<file path="config.mk">
export PLATFORM = sky130hd
export DESIGN_NAME = memory_stage
export DESIGN_NICKNAME = d
export VERILOG_FILES = /design/src/rtl/memory_stage.sv
export SDC_FILE = /design/constraint.sdc
export NUM_CORES = 1
export LEC_CHECK = 0
export ABC_CLOCK_PERIOD_IN_PS = 6280
export CORE_AREA = 2 2 190 192
export CTS_CLUSTER_SIZE = 20
export DETAILED_ROUTE_END_ITERATION = 10
export DIE_AREA = 0 0 192 194
export PLACE_DENSITY_LB_ADDON = 0.05
export SLEW_MARGIN = 40
export SYNTH_ARGS = -nofsm -noshare
export SYNTH_HDL_FRONTEND = slang
export SYNTH_SLANG_ARGS = --single-unit
</file>
<file path="constraint.sdc">
create_clock -name clk -period 6.28 [get_ports clk]
set_clock_uncertainty 0.05 [all_clocks]
set_input_delay 1.256 -clock clk [delete_from_list [all_inputs] [get_ports clk]]
set_output_delay 1.256 -clock clk [all_outputs]
set_load 0.05 [all_outputs]
</file>
<file path="src/rtl/memory_stage.sv">
// rtl/memory_stage.sv - load/store pipeline stage between execute and writeback
package memory_stage_pkg;

    typedef enum logic [3:0] {
        OP_ALU = 4'd0,
        OP_LB  = 4'd1,
        OP_LH  = 4'd2,
        OP_LW  = 4'd3,
        OP_LD  = 4'd4,
        OP_LBU = 4'd5,
        OP_LHU = 4'd6,
        OP_LWU = 4'd7,
        OP_SB  = 4'd8,
        OP_SH  = 4'd9,
        OP_SW  = 4'd10,
        OP_SD  = 4'd11
    } mem_op_t;

    typedef struct packed {
        mem_op_t op;
        logic    regwrite;
    } ctl_t;

    typedef struct packed {
        ctl_t        ctl;
        logic [4:0]  dst;
        logic [31:0] instr;
        logic [63:0] aluout;
        logic [63:0] rd;
    } exec_data_t;

    typedef struct packed {
        logic [31:0] instr;
        ctl_t        ctl;
        logic [4:0]  dst;
        logic [63:0] result;
    } mem_data_t;

endpackage

module memory_stage
    import memory_stage_pkg::*;
#(
    parameter int XLEN      = 64,
    parameter int BUS_BYTES = 8
) (
    input  logic                 clk,
    input  logic                 reset,
    input  logic                 in_valid,
    output logic                 in_ready,
    input  exec_data_t           dataE,
    output logic                 dreq_valid,
    output logic [XLEN-1:0]      dreq_addr,
    output logic [2:0]           dreq_size,
    output logic [BUS_BYTES-1:0] dreq_strobe,
    output logic [XLEN-1:0]      dreq_data,
    input  logic                 dresp_addr_ok,
    input  logic                 dresp_data_ok,
    input  logic [XLEN-1:0]      dresp_data,
    output logic                 out_valid,
    output mem_data_t            dataM,
    output logic                 misalign
);

    localparam int OFFW = $clog2(BUS_BYTES);

    typedef enum logic {
        IDLE = 1'b0,
        REQ  = 1'b1
    } state_t;

    state_t state_q, state_d;

    logic [31:0]     lat_instr;
    ctl_t            lat_ctl;
    logic [4:0]      lat_dst;
    logic [XLEN-1:0] lat_addr;
    logic [XLEN-1:0] lat_rd;

    logic            accept;
    logic            in_is_mem;
    logic            in_aligned;
    logic [2:0]      in_size;
    logic [2:0]      lat_size;
    logic            lat_is_store;
    logic [OFFW-1:0] lat_off;
    logic [XLEN-1:0] raw;
    logic [XLEN-1:0] load_val;

    // Address acceptance is informational only: the request is held until data_ok.
    logic unused_addr_ok;
    assign unused_addr_ok = dresp_addr_ok;

    function automatic logic [2:0] op_size(input mem_op_t op);
        case (op)
            OP_LB, OP_LBU, OP_SB: op_size = 3'd0;
            OP_LH, OP_LHU, OP_SH: op_size = 3'd1;
            OP_LW, OP_LWU, OP_SW: op_size = 3'd2;
            default:              op_size = 3'd3;
        endcase
    endfunction

    function automatic logic op_is_store(input mem_op_t op);
        op_is_store = (op == OP_SB) || (op == OP_SH) || (op == OP_SW) || (op == OP_SD);
    endfunction

    // Decode of the incoming op: memory or not, access size, natural alignment
    always_comb begin
        in_is_mem  = (dataE.ctl.op != OP_ALU);
        in_size    = op_size(dataE.ctl.op);
        in_aligned = 1'b1;
        case (in_size)
            3'd1:    in_aligned = (dataE.aluout[0] == 1'b0);
            3'd2:    in_aligned = (dataE.aluout[1:0] == 2'b00);
            3'd3:    in_aligned = (dataE.aluout[2:0] == 3'b000);
            default: in_aligned = 1'b1;
        endcase
    end

    assign in_ready     = (state_q == IDLE);
    assign accept       = in_valid & in_ready;
    assign lat_size     = op_size(lat_ctl.op);
    assign lat_is_store = op_is_store(lat_ctl.op);
    assign lat_off      = lat_addr[OFFW-1:0];

    // State register
    always_ff @(posedge clk) begin
        if (reset) begin
            state_q <= IDLE;
        end else begin
            state_q <= state_d;
        end
    end

    // Next state and bus request outputs driven from the latched copy while in REQ
    always_comb begin
        state_d     = state_q;
        dreq_valid  = 1'b0;
        dreq_addr   = lat_addr;
        dreq_size   = lat_size;
        dreq_strobe = '0;
        dreq_data   = lat_rd << {lat_off, 3'b000};
        case (state_q)
            IDLE: begin
                if (accept && in_is_mem && in_aligned) begin
                    state_d = REQ;
                end
            end
            REQ: begin
                dreq_valid = 1'b1;
                if (lat_is_store) begin
                    dreq_strobe = ((BUS_BYTES)'((16'd1 << (16'd1 << lat_size)) - 16'd1)) << lat_off;
                end
                if (dresp_data_ok) begin
                    state_d = IDLE;
                end
            end
            default: state_d = IDLE;
        endcase
    end

    // Lane-shift the raw response and extend it according to the load type
    always_comb begin
        raw      = dresp_data >> {lat_off, 3'b000};
        load_val = '0;
        case (lat_ctl.op)
            OP_LB:   load_val = {{(XLEN-8){raw[7]}}, raw[7:0]};
            OP_LH:   load_val = {{(XLEN-16){raw[15]}}, raw[15:0]};
            OP_LW:   load_val = {{(XLEN-32){raw[31]}}, raw[31:0]};
            OP_LBU:  load_val = {{(XLEN-8){1'b0}}, raw[7:0]};
            OP_LHU:  load_val = {{(XLEN-16){1'b0}}, raw[15:0]};
            OP_LWU:  load_val = {{(XLEN-32){1'b0}}, raw[31:0]};
            OP_LD:   load_val = raw;
            default: load_val = '0;
        endcase
    end

    // Latch accepted memory ops and produce the one-cycle writeback pulse
    always_ff @(posedge clk) begin
        if (reset) begin
            out_valid <= 1'b0;
            misalign  <= 1'b0;
            dataM     <= '0;
            lat_instr <= '0;
            lat_ctl   <= '0;
            lat_dst   <= '0;
            lat_addr  <= '0;
            lat_rd    <= '0;
        end else begin
            out_valid <= 1'b0;
            misalign  <= 1'b0;
            if (state_q == IDLE && accept) begin
                if (!in_is_mem) begin
                    out_valid    <= 1'b1;
                    dataM.instr  <= dataE.instr;
                    dataM.ctl    <= dataE.ctl;
                    dataM.dst    <= dataE.dst;
                    dataM.result <= dataE.aluout;
                end else if (!in_aligned) begin
                    out_valid    <= 1'b1;
                    misalign     <= 1'b1;
                    dataM.instr  <= dataE.instr;
                    dataM.ctl    <= dataE.ctl;
                    dataM.dst    <= dataE.dst;
                    dataM.result <= '0;
                end else begin
                    lat_instr <= dataE.instr;
                    lat_ctl   <= dataE.ctl;
                    lat_dst   <= dataE.dst;
                    lat_addr  <= dataE.aluout;
                    lat_rd    <= dataE.rd;
                end
            end else if (state_q == REQ && dresp_data_ok) begin
                out_valid    <= 1'b1;
                dataM.instr  <= lat_instr;
                dataM.ctl    <= lat_ctl;
                dataM.dst    <= lat_dst;
                dataM.result <= lat_is_store ? '0 : load_val;
            end
        end
    end

endmodule

</file>
## Yosys cells after proc, flatten, opt, wreduce, memory -nomap -nowiden

Memories as Yosys holds them, arrays and structs flattened. A register that Yosys moved wholly into a read port is not among the register bits.
Index checks and enable logic that the tools add are counted.

- Register bits after elaboration: 279
- Bits of input ports: 239
- Logic and storage cells: 75
- Memories kept: 2
- ROM bits: 64

Memory list:

| name | depth | width | read ports | clocked after memory_dff | wr ports | line | text |
|---|---|---|---|---|---|---|---|
| (no name shown) | 16 | 2 | 1 | 1 | 0 | 95 | `case (op)` |
| (no name shown) | 16 | 2 | 1 | 0 | 0 | 95 |  |

- Mux-type cells: 19
- Shift-type cells: 5
- Add/subtract/negate cells: 1
- Bitwise operators: 5
- Reduce and logical (&&, ||, !) cells: 14
- Equal/unequal tests: 15

Operators with widths:

| operator | number |
|---|---|
| $pmux W64 S7 | 1 |
| $mux W106 | 4 |
| $mux W64 | 1 |
| $shl A64 B6 Y64 | 1 |
| $shr A64 B6 Y64 | 1 |
| $eq A4 B3 Y1 const B | 4 |
| $eq A4 B4 Y1 const B | 4 |
| $mux W8 | 2 |
| $shl A1 B16 Y8 const A | 1 |
| $shl A1 B3 Y16 const A | 1 |
| $eq A4 B2 Y1 const B | 2 |
| $mux W4 | 2 |
| $shl A8 B3 Y8 | 1 |
| $sub A8 B1 Y8 const B | 1 |
| $mux W1 | 7 |
| $eq A3 B2 Y1 const B | 2 |
| $eq A4 B1 Y1 const B | 1 |
| $logic_and A1 B1 Y1 | 4 |
| $not A1 Y1 | 4 |
| $reduce_bool A4 Y1 | 1 |
| $eq A3 B1 Y1 const B | 1 |
| $logic_not A3 Y1 | 1 |
| $logic_or A1 B1 Y1 | 3 |
| $ne A3 B3 Y1 const B | 1 |
| other kinds (8) | 8 |

## Depth between registers and ports, before layout

Gate-level depths: netlist (run 1).

- Depth in word-level cells: 7
- Mapped depth: 11
- Mapped depth without buffers: 9

## Worst setup path after synthesis (run 1)

Ideal clock, no wire load.

- Path kind: flip-flop to output port
- From: reg lat_addr[0] (netlist: dreq_addr[0])
- To: out dreq_strobe[6]
- Stages on the path, launching flop included: 8
- Setup slack: 1.493 ns
- Arrival time: 3.481 ns
- Cells stage by stage: dfxtp_1 -> buf_4 -> buf_2 -> buf_1 -> clkbuf_1 -> buf_1 -> a311oi_1 -> a211oi_1

- Longest elaborated chain between the ends: 3

RTL lines:

| element | line | text |
|---|---|---|
| start: declaration | 77 | `logic [XLEN-1:0] lat_addr;` |
| start signal: assignment | 210 | `lat_addr <= dataE.aluout;` |
| $shl A8 B3 Y8 | 152 | `dreq_strobe = ((BUS_BYTES)'((16'd1 << (16'd1 << lat_size)) - 16'd1)) << lat_off;` |
| $mux W8 | 151 | `if (lat_is_store) begin` |
| $mux W8 | 143 | `case (state_q)` |
| end: declaration | 55 | `output logic [BUS_BYTES-1:0] dreq_strobe,` |

No other way between the ends.

## Worst setup path after layout (run 1)

- From: reg lat_addr[1] (netlist: dreq_addr[1])
- To: out dreq_data[51]

- Longest elaborated chain between the ends: 1

RTL lines:

| element | line | text |
|---|---|---|
| $shl A64 B6 Y64 | 142 | `dreq_data = lat_rd << {lat_off, 3'b000};` |
| end: declaration | 56 | `output logic [XLEN-1:0] dreq_data,` |

No other way between the ends.

==> PnR_summary.wiki, run 1 <==
{| class="wikitable"
! Metric !! Value
|-
| Effective utilization at floorplan || 0.415
|-
| Leak pwr || 7.15 nW
|-
| Leading post-synthesis cells by cell area || sky130_fd_sc_hd__dfxtp_1 (38%), sky130_fd_sc_hd__nand2_1 (12%), sky130_fd_sc_hd__a21oi_1 (8.9%), sky130_fd_sc_hd__mux2i_1 (6.6%), sky130_fd_sc_hd__nor2_1 (5.3%)
|-
| Switching power share of the total || 0.346
|-
| Crit path capture type || output port
|-
| Total setup buffers inserted after CTS || 0
|-
| Num rows || 69
|-
| Unique masters post-synth || 54
|-
| Pin count of the biggest net entering global routing || 136
|-
| Wire length per cell || 21.2 um
|-
| Count of vias placed by the detailed router || 15,500
|-
| Clock tree from TritonCTS || done
|-
| Per-instance average area after synthesis || 7.57 sq um
|-
| Worst Setup Start Kind || flop
|-
| Post-Syn Area || 0.0146 sq mm
|-
| Global route overflow || 0
|-
| Global routing usage summed across all routing layers || 0.307
|-
| Via-per-instance ratio || 5.55
|-
| Share of final-layout standard cells stronger than drive strength 1 || 0.0676
|-
| Post-Route WL || 59,300 um
|-
| Combinational cell fraction of total power || 0.298
|-
| Hpwl dp || 42,800 um
|-
| Final max-slew violation count || 0
|-
| Most area-hungry cell type in the Yosys netlist || sky130_fd_sc_hd__dfxtp_1
|-
| Dominant synthesized flop cell || sky130_fd_sc_hd__dfxtp_1
|-
| Worst EP required || 4970 ps
|-
| CTS max path bufs || 3
|-
| Type of the most critical hold path || reg -> reg
|-
| Clock Sinks || 281
|-
| Maximum clock frequency || 210 MHz
|-
| RSZ-0062 raised after global routing || false
|-
| Antenna violations before repair || 11
|-
| Area share of the largest cell type after synthesis || 0.385
|-
| First-pass GRT wire length || 89,300 um
|-
| Final GP Congestion || 0.972
|-
| Synth-to-layout area growth || 42.3%
|-
| Maximum level of the CTS H-tree || 1
|-
| Count of input and output buffers || 485
|-
| Slew at the pin closest to its max-slew limit || 904 ps
|-
| Post-detailed-route count of antenna-violating nets || 0
|-
| Remaining max-slew budget at the tightest pin || 0.396
|-
| Min Tclk post-route || 4770 ps
|-
| Net count after synthesis || 2,174
|-
| Maximum net fanout on the critical path || 35
|-
| Master of the slowest instance on the critical path || sky130_fd_sc_hd__clkdlybuf4s50_1
|-
| Number of cells produced by synthesis || 1,931
|-
| Worst-path cell chain || nor2b_1 -> buf_4 -> a21oi_1 -> o21ai_0 -> clkdlybuf4s50_1
|-
| Worst hold slack || 404 ps
|-
| Critical Path Max Stage Delay || 880 ps
|-
| Outcome || complete, no violations
|-
| Number of top-level pins || 488
|-
| Number of flip-flops and latches in the synthesized netlist || 281
|-
| DRC violation count after routing || 0
|-
| Switching power summed over all nets || 0.00191 W
|-
| Sequential-to-total area share from yosys stat || 0.385
|-
| Power density normalized to cell area || 265 mW/mm^2
|-
| CTS buffer count || 31
|-
| CTS resizes || 0
|-
| Portion of total power attributed to the clock network || 0.336
|-
| Proportion of register bits with asynchronous set or reset after synthesis || 0
|-
| Number of warning messages in the yosys log || 0
|-
| Setup CP Type || reg -> out
|-
| Internal power contribution || 0.00360 W
|-
| Total Nets Final || 2,540
|-
| Maximum VDD drop || 0.219 mV
|-
| Post-CTS clock slew at the launch and capture registers of the worst setup and hold paths || 60 ps
|-
| Total iterations of the first detailed-routing run || 5
|-
| Number of global-route vias before repair || 15,100
|-
| Die Footprint || 0.0372 sq mm
|-
| Data arrival time of the critical path || 3460 ps
|-
| CTS Hold Bufs || 0
|-
| Final setup violation count || 0
|-
| Total negative slack || 0 ps
|-
| Proportion of power drawn by flip-flops and latches || 0.365
|-
| Final Hold Fails || 0
|-
| DIE HEIGHT || 194 um
|-
| Clock latency reported for the late side of the worst-skew pair || 580 ps
|-
| Final worst path period share || 0.760
|-
| Count of flip-flops with a built-in enable after synthesis || 0
|-
| Initial DRC Count || 1,041
|-
| Horizontal die dimension || 192 um
|-
| Root buffer cell || sky130_fd_sc_hd__clkbuf_16
|-
| Core outline area || 0.0352 sq mm
|-
| Max-cap violations || 0
|}
## sequential cells by signal, indices dropped and copies added (netlist names)
signal and cells:
lat_dst 5, lat_rd 64, out_valid 1, dreq_size 2
state_q 1, lat_ctl 5, lat_instr 32, misalign 1
dreq_addr 64, dataM 106
## worst max-delay path, delay by kind of cell, from the launching register on
| family | cells | cell delay (ps) |
|---|---|---|
| AO/OA/AOI/OAI | 2 | 430 |
| buffers and inverters | 2 | 1190 |
| flip-flops | 1 | 490 |
| AND/OR/NAND/NOR | 1 | 760 |
## logic make-up after synthesis
| logic type | synth area share |
|---|---|
| muxes | 0.120 |
| buffers and inverters | 0.0514 |
| adders and majority gates | 0.00342 |
| other | 0.000256 |
| DFF | 0.385 |
| and+or+nand+nor | 0.219 |
| AOI/OAI and AO/OA | 0.222 |
## power by group through the flow
stage / clock network [W] / logic, W / registers (W)
global route: 0.00196 / 0.00175 / 0.00203
floorplan: 0 / 0.000709 / 0.00234
detailed placement: 0 / 0.00163 / 0.00205
global placement: 0 / 0.00160 / 0.00206
finish: 0.00185 / 0.00164 / 0.00201
CTS: 0.00189 / 0.00164 / 0.00201
## metal layers
layer  global-route usage  vias to the layer above  part of all wire
met5                    0                        -           0.00022
met2                0.537                      579              0.49
met4                0.110                        2             0.036
met3               0.0776                      109             0.085
li1                     -                     7475                 -
met1                0.362                     7324              0.39
## cell type report
cell class	count	area, sq um
multi-input cells	1465	8330
fillers	3295	14400
flip-flops and latches	281	5640
repair buffers	511	5170
clock inverters	10	85.1
well taps	461	577
inverters	7	26.3
clock buffers	47	957
diodes	10	25.0
## stage by stage
step                setup WS (ps)  power (W)  cell area [sq um]  utilization  std cells
CTS                          1550    0.00554              20700        0.589       2781
floorplan                    1490    0.00305              14600            -       1931
detailed placement           1720    0.00368              19700        0.559       2724
finish                       1510    0.00551              20800        0.591       2792
global placement             1500    0.00366              19600        0.556       2719
global route                 1380    0.00573              20800        0.591       2790
## Yosys cell counts, types with 2 or more instances
| cell type | number |
|---|---|
| sky130_fd_sc_hd__a211oi_1 | 31 |
| sky130_fd_sc_hd__a21oi_1 | 259 |
| sky130_fd_sc_hd__a21oi_2 | 2 |
| sky130_fd_sc_hd__a221oi_1 | 23 |
| sky130_fd_sc_hd__a22oi_1 | 23 |
| sky130_fd_sc_hd__a311oi_1 | 51 |
| sky130_fd_sc_hd__a31o_1 | 7 |
| sky130_fd_sc_hd__a31o_2 | 3 |
| sky130_fd_sc_hd__and2_1 | 13 |
| sky130_fd_sc_hd__buf_1 | 21 |
| sky130_fd_sc_hd__buf_2 | 40 |
| sky130_fd_sc_hd__buf_4 | 2 |
| sky130_fd_sc_hd__clkbuf_1 | 115 |
| sky130_fd_sc_hd__dfxtp_1 | 281 |
| sky130_fd_sc_hd__ha_1 | 4 |
| sky130_fd_sc_hd__inv_1 | 6 |
| sky130_fd_sc_hd__mux2_2 | 32 |
| sky130_fd_sc_hd__mux2i_1 | 96 |
| sky130_fd_sc_hd__mux4_2 | 19 |
| sky130_fd_sc_hd__nand2_1 | 479 |
| sky130_fd_sc_hd__nand2b_1 | 5 |
| sky130_fd_sc_hd__nand3_1 | 10 |
| sky130_fd_sc_hd__nor2_1 | 208 |
| sky130_fd_sc_hd__nor2b_1 | 11 |
| sky130_fd_sc_hd__nor3_1 | 40 |
| sky130_fd_sc_hd__nor3b_1 | 10 |
| sky130_fd_sc_hd__nor3b_2 | 2 |
| sky130_fd_sc_hd__nor4_1 | 2 |
| sky130_fd_sc_hd__o211ai_1 | 13 |
| sky130_fd_sc_hd__o21a_1 | 8 |
| sky130_fd_sc_hd__o21ai_0 | 49 |
| sky130_fd_sc_hd__o21ai_1 | 26 |
| sky130_fd_sc_hd__o21ai_2 | 2 |
| sky130_fd_sc_hd__o22ai_1 | 16 |
| sky130_fd_sc_hd__or3_1 | 2 |
| sky130_fd_sc_hd__or3b_1 | 2 |
## path summary, 6_finish.rpt
path	from	to	slack (ps)	cells after the start
worst min register to register	dreq_addr[15]	dreq_addr[15]	400	2
worst min-delay path	dreq_addr[15]	dreq_addr[15]	400	2
worst max register to register	dreq_addr[1]	dataM[39]	2520	7
worst max-delay path	dreq_addr[1]	dreq_data[51]	1510	5
## cells in the final DEF (no fill, tap or decap), drive strengths merged, types with 7 or more instances in the layout
cell	instances
buf	27
a21oi	262
a221oi	23
nand3	11
a211oi	31
o21ai	77
diode	10
o22ai	16
a31o	10
nand2	479
o21a	8
a311oi	51
a22oi	23
and2	13
nor2b	11
nor2	208
dfxtp	281
clkdlybuf4s50	484
clkinv	8
mux4	19
clkbuf	47
mux2	32
mux2i	96
nor3b	12
nor3	40
inv	7
o211ai	13
(Power assumes the default switching activity.)
==> inputs of run 2 (changes only) <==
ABC_CLOCK_PERIOD_IN_PS = 4550   (was 6280)
CORE_AREA = 2 2 191 193   (was 2 2 190 192)
DIE_AREA = 0 0 193 195   (was 0 0 192 194)
clock period = 4.55 ns   (was 6.28 ns; I/O delays follow)
==> run 2 against run 1 <==
  * Worst setup slack got worse by 1100 ps
  * Final area grew 0.81%
  * Clock power grew 38%
  * Utilization up 0.19 points
  * Critical path type unchanged
  * Highest routed layer unchanged
==> PnR_summary.wiki, run 2 (same netlist as run 1, synthesis figures left out) <==
{| class="wikitable"
! Metric !! Value
|-
| Outcome || complete, no violations
|-
| Most common cell after layout, fill and taps aside || sky130_fd_sc_hd__nand2_1
|-
| CTS Hold Bufs || 0 (unchanged)
|-
| Final worst path period share || 0.913
|-
| Final setup violation count || 0 (unchanged)
|-
| Hpwl dp || 43,500 um (+1.5%)
|-
| Root buffer cell || sky130_fd_sc_hd__clkbuf_16
|-
| Final GP Congestion || 0.920 (-5.4%)
|-
| Total negative slack || 0 ps (unchanged)
|-
| Portion of total power attributed to the clock network || 0.334 (-0.002)
|-
| CTS buffer count || 31 (unchanged)
|-
| Via-per-instance ratio || 5.53 (-0.24%)
|-
| Maximum level of the CTS H-tree || 1 (unchanged)
|-
| Clock latency reported for the late side of the worst-skew pair || 590 ps (about the same)
|-
| Effective utilization at floorplan || 0.413 (-0.00203)
|-
| R2R Path Start || dreq_addr[1]
|-
| Largest register FFs || 106 (unchanged)
|-
| Maximum net fanout on the critical path || 51 (+46%)
|-
| Hold path startpoint || dreq_addr[8]
|-
| Register-to-Register Path Depth || 8 (+1)
|-
| Post-Route WL || 59,300 um (about the same)
|-
| Count of input and output buffers || 485 (unchanged)
|-
| Reg with most FFs || dataM
|-
| Global routing usage summed across all routing layers || 0.301 (-0.00591)
|-
| CTS max path bufs || 3 (unchanged)
|-
| Switching power summed over all nets || 0.00264 W (+39%)
|-
| First element of the critical path || dreq_addr[1]
|-
| Type of the most critical hold path || reg -> reg
|-
| First-pass GRT wire length || 87,900 um (-1.5%)
|-
| Most frequent cells in the layout || sky130_fd_sc_hd__nand2_1 (479), sky130_fd_sc_hd__clkdlybuf4s50_1 (433), sky130_fd_sc_hd__dfxtp_1 (278), sky130_fd_sc_hd__a21oi_1 (259), sky130_fd_sc_hd__nor2_1 (206)
|-
| Final Hold Fails || 0 (unchanged)
|-
| Area of the multi-input gates || 0.00831 sq mm (-0.20%)
|-
| Initial DRC Count || 1,042 (+0.096%)
|-
| Post-detailed-route count of antenna-violating nets || 0 (unchanged)
|-
| Hold path cells || 2 (unchanged)
|-
| Pin count of the biggest net entering global routing || 165 (+21%)
|-
| Area of all placed cells without fillers || 0.0210 sq mm (+0.81%)
|-
| Power density normalized to cell area || 365 mW/mm^2 (+38%)
|-
| Placed inst area || 0.0199 sq mm (+1.2%)
|-
| Slew at the pin closest to its max-slew limit || 808 ps (-95.7 ps)
|-
| DRC violation count after routing || 0 (unchanged)
|-
| Maximum clock frequency || 241 MHz
|-
| CTS resizes || 0 (unchanged)
|-
| Min Tclk post-route || 4150 ps
|-
| Maximum VDD drop || 0.274 mV (+25%)
|-
| Remaining max-slew budget at the tightest pin || 0.461 (+0.0650)
|-
| Wire length per cell || 21.2 um (-0.26%)
|-
| Share of final-layout standard cells stronger than drive strength 1 || 0.0914 (+0.0237)
|-
| Max-cap violations || 0 (unchanged)
|-
| Count of vias placed by the detailed router || 15,500 (+0.0065%)
|-
| Leak pwr || 7.35 nW (+2.8%)
|-
| Setup CP Type || reg -> out
|-
| Total Nets Final || 2,551 (+0.43%)
|-
| Capturing point of the worst reg2reg path || dataM[62]
|-
| Post-CTS clock slew at the launch and capture registers of the worst setup and hold paths || 60 ps (about the same)
|-
| Num rows || 69 (unchanged)
|-
| Number of top-level pins || 488 (unchanged)
|-
| Internal power contribution || 0.00501 W (+39%)
|-
| Total iterations of the first detailed-routing run || 5 (unchanged)
|-
| Horizontal die dimension || 193 um (+0.52%)
|-
| FF/Latch Area || 0.00564 sq mm (unchanged)
|-
| Proportion of power drawn by flip-flops and latches || 0.365 (about the same)
|-
| DIE HEIGHT || 195 um (+0.52%)
|-
| Antenna violations before repair || 9 (-2)
|-
| Combinational cell fraction of total power || 0.300 (+0.002)
|-
| Clock Sinks || 281 (unchanged)
|-
| Data arrival time of the critical path || 3190 ps (-270 ps)
|-
| WHS Endpoint || dreq_addr[8]
|-
| Switching power share of the total || 0.345 (-0.000832)
|-
| Synth-to-layout area growth || 43.5%
|-
| Final max-slew violation count || 0 (unchanged)
|-
| Die Footprint || 0.0376 sq mm (+1.0%)
|-
| FILL cells || 3,321 (+0.79%)
|-
| Total setup buffers inserted after CTS || 0 (unchanged)
|-
| Number of global-route vias before repair || 14,900 (-1.2%)
|-
| Worst EP required || 3590 ps (-1380 ps)
|-
| Global route overflow || 0 (unchanged)
|-
| RSZ-0062 raised after global routing || false
|-
| Clock tree from TritonCTS || done
|-
| Core outline area || 0.0354 sq mm (+0.49%)
|-
| Crit path capture type || output port
|-
| Worst Setup Start Kind || flop
|-
| R2R setup slack || 860 ps (-1660 ps)
|}
[run 2: cell count changes in the layout (fill, tap and decap cells not counted), sizes merged, moves of 2 or more]
cell,delta
clkdlybuf4s50,-51
clkbuf,-2
diode,-3
buf,+62
[run 2: power groups by stage]
| stage | Combinational [W] | Sequential, W | Clock [W] |
|---|---|---|---|
| finish | 0.00230 | 0.00280 | 0.00256 |
| global placement | 0.00227 | 0.00284 | 0 |
| detailed placement | 0.00229 | 0.00285 | 0 |
| CTS | 0.00230 | 0.00280 | 0.00259 |
| floorplan | 0.000979 | 0.00323 | 0 |
| global route | 0.00244 | 0.00282 | 0.00270 |
[run 2: through the flow]
| step | hold slack (ps) | worst slack [ps] | cells | utilization | total power (W) |
|---|---|---|---|---|---|
| after detailed placement | 396 | 397 | 2736 | 0.563 | 0.00514 |
| after global routing | 417 | 229 | 2798 | 0.593 | 0.00795 |
| final | 403 | 397 | 2799 | 0.593 | 0.00765 |
| after CTS | 404 | 385 | 2792 | 0.592 | 0.00769 |
| after global placement | 391 | 446 | 2736 | 0.563 | 0.00511 |
| after floorplan | 384 | 109 | 1931 | - | 0.00421 |
[run 2: worst max-delay path, stage by stage, from the launching register on]
cell                              delay (ps)
sky130_fd_sc_hd__dfxtp_4                 740
sky130_fd_sc_hd__buf_4                   340
sky130_fd_sc_hd__mux2_2                  380
sky130_fd_sc_hd__nand2_1                  60
sky130_fd_sc_hd__o21ai_0                 100
sky130_fd_sc_hd__nand2_1                 100
sky130_fd_sc_hd__o21ai_0                  90
sky130_fd_sc_hd__clkdlybuf4s50_1         770
[run 2: worst max path at each step]
stage | to | slack (ps) | cells past startpoint
floorplan | dreq_strobe[6] | 110 | 7
global placement | dataM[101] | 450 | 10
detailed placement | dataM[14] | 400 | 9
CTS | dreq_data[63] | 390 | 7
global route | dreq_data[63] | 230 | 7
finish | dreq_data[63] | 400 | 7
[run 2: layout make-up]
type                       count  area share
tap                          461      0.0275
clock inverter                11     0.00590
timing repair buffer         522       0.256
antenna                        7    0.000835
clock buffer                  45      0.0434
multi-input combinational   1465       0.396
inverter                       7     0.00125
sequential                   281       0.269
[run 2: routing by layer]
| layer | global-route usage | wire length (um) | part of all wire | vias to the layer above |
|---|---|---|---|---|
| met5 | 0 | 23 | 0.00039 | - |
| met4 | 0.102 | 1930 | 0.033 | 4 |
| met2 | 0.517 | 28800 | 0.49 | 642 |
| met1 | 0.365 | 22900 | 0.39 | 7252 |
| met3 | 0.0758 | 5630 | 0.095 | 105 |
| li1 | - | - | - | 7487 |
==> edit (flow settings as in run 1) <==
Make the reset (`reset`) asynchronous in 2 clocked blocks.
--- a/src/rtl/memory_stage.sv
+++ b/src/rtl/memory_stage.sv
@@ -126,3 +126,3 @@
     // State register
-    always_ff @(posedge clk) begin
+    always_ff @(posedge clk or posedge reset) begin
         if (reset) begin
@@ -178,3 +178,3 @@
     // Latch accepted memory ops and produce the one-cycle writeback pulse
-    always_ff @(posedge clk) begin
+    always_ff @(posedge clk or posedge reset) begin
         if (reset) begin
Behaviour: not the same (a bounded check fails within 4 cycles, from zero or initial values and one cycle with reset high; the reset may be asserted at any time).
==> edit against run 1 <==
Non-clock buffer count down 9. Area after synthesis up 5.4%. First-iteration DRC count is 32% lower. Cell area is 3.9% higher. Wire length is 8.6% lower. Fmax is 12% lower. Register-to-register slack barely moved. Critical path depth increased by 5. Setup slack worse by 0.65 ns. Die area unchanged. Sequential cell count is 2 lower. Critical path type unchanged. Critical endpoint is now dreq_strobe[7].
Power is not compared: it rests on default switching activity, and its combinational part moved more than twofold at a synthesized area within 25%.
==> edit: results (changes against run 1) <==
Route
  – Average wire per standard cell: 23.3 um (was 21.2 um)
  – WL met3: 4050 um (was 5050 um)
  – Starting DRT DRC Count: 706 (was 1,041)
  – Routed met2 length: 27,700 um (was 29,000 um)
  – Routed length on met1: 21,000 um (was 23,100 um)
  – Routed vias/inst: 5.59 (was 5.55)

Yosys
  – Synth Area in Compound Gates: 13.1% (was 22.2%)
  – Mux share of post-synthesis cell area: 26.7% (was 12.0%)
  – Number of instances in the synthesized netlist: 1,416 (was 1,931)
  – Distinct cells, synth: 58 (was 54)
  – Share of synthesized area occupied by flip-flops and latches: 45.3% (was 38.5%)
  – Top cells by area, synth: dfrtp_1 45%, mux2_2 12%, mux2i_1 6.9%, mux4_2 6.7%, nor2_1 4.0% (was dfxtp_1 38%, nand2_1 12%, a21oi_1 8.9%, mux2i_1 6.6%, nor2_1 5.3%)
  – Synthesized-area fraction occupied by adder cells: 0.568% (was 0.342%)
  – Post-synth net total: 1,662 (was 2,174)
  – Share of flip-flops with an asynchronous set or reset: 100% (was 0%)
  – Leading cell types by count after synthesis: 279 x dfrtp_1, 166 x nor2_1, 163 x mux2_2 (was 479 x nand2_1, 281 x dfxtp_1, 259 x a21oi_1)

Critical path
  – Slowest cell on the critical path: dfrtp_1 (was clkdlybuf4s50_1)
  – Worst path top cell family by delay: flip-flops (was buffers and inverters)
  – Critical-path maximum fanout: 19 (was 35)
  – CP Capture Point: dreq_strobe[7] (was dreq_data[51])
  – Startpoint of the worst setup timing path: lat_ctl[4] (was dreq_addr[1])
  – Worst reg2reg setup slack: 2.51 ns (was 2.52 ns)
  – Critical register-to-register path endpoint: dataM[47] (was dataM[39])
  – Reg-to-Reg Start: dreq_addr[1] (unchanged)
  – Largest stage delay on the critical path: 0.78 ns (was 0.88 ns)
  – WP data arrival: 4.11 ns (was 3.46 ns)

Hold path
  – Number of cells on the worst hold path: 1 (was 2)
  – Hold-critical path endpoint: lat_instr[7] (was dreq_addr[15])
  – Worst hold path startpoint: lat_instr[7] (was dreq_addr[15])

Outcome
  – Run status: complete, no violations (unchanged)

Finish
  – Storage cell area: 0.00699 mm^2 (was 0.00564 mm^2)
  – Final nets: 2,080 (was 2,540)
  – Layout cell share with drive strength beyond 1: 16.4% (was 6.76%)

Placement
  – Final weighted congestion in routability-driven placement: 0.883 (was 0.972)
  – Dpl ws: 1.48 ns (was 1.72 ns)

Timing
  – Actual slew at the worst max-slew pin: 0.841 ns (was 0.904 ns)
  – Worst hold margin: 0.444 ns (was 0.404 ns)
  – Post-layout min period: 5.42 ns (was 4.77 ns)

GRT
  – Number of global-route vias before repair: 13,300 (was 15,100)
  – Met1 usage in global routing: 34.0% (was 36.2%)
  – Fraction of met2 tracks used by global routing: 51.1% (was 53.7%)
  – Met3 routing resource usage after global routing: 7.31% (was 7.76%)
  – Initial antenna violation count: 8 (was 11)

CTS
  – H-Tree Depth: 2 (was 1)
  – TritonCTS buffer count: 34 (was 31)
==> edit: metrics by stage <==
step	power, mW	instance area (um^2)
finish	11.8	21600
global route	12.3	21600
CTS	11.8	21600
detailed placement	9.69	20400
global placement	9.62	20300
floorplan	7.49	15400
==> edit: area by class of cell <==
type / instances / area share [%]
Sequential cell: 279 / 32.3
Clock inverter: 11 / 0.781
Inverter: 12 / 0.226
Antenna cell: 8 / 0.0926
Tap cell: 461 / 2.67
Multi-Input combinational cell: 1005 / 35.8
Clock buffer: 49 / 4.76
Timing Repair Buffer: 502 / 23.3
==> edit: cell families (layout without fill, tap and decap cells) <==
group	after synthesis	after routing
compound gates	333	333
mux	331	331
flops	279	279
simple gates	333	333
buf+inv	132	574
fa+ha+maj	7	7
other cells	1	9
==> edit: worst reg2reg max path, cell delays in order, from the launching register on <==
cell	delay, ns
dfrtp_4	0.76
buf_4	0.48
nor2_2	0.55
a22o_1	0.35
a2111oi_4	0.06
nand3b_2	0.60
o21ai_0	0.62
a31oi_1	0.15
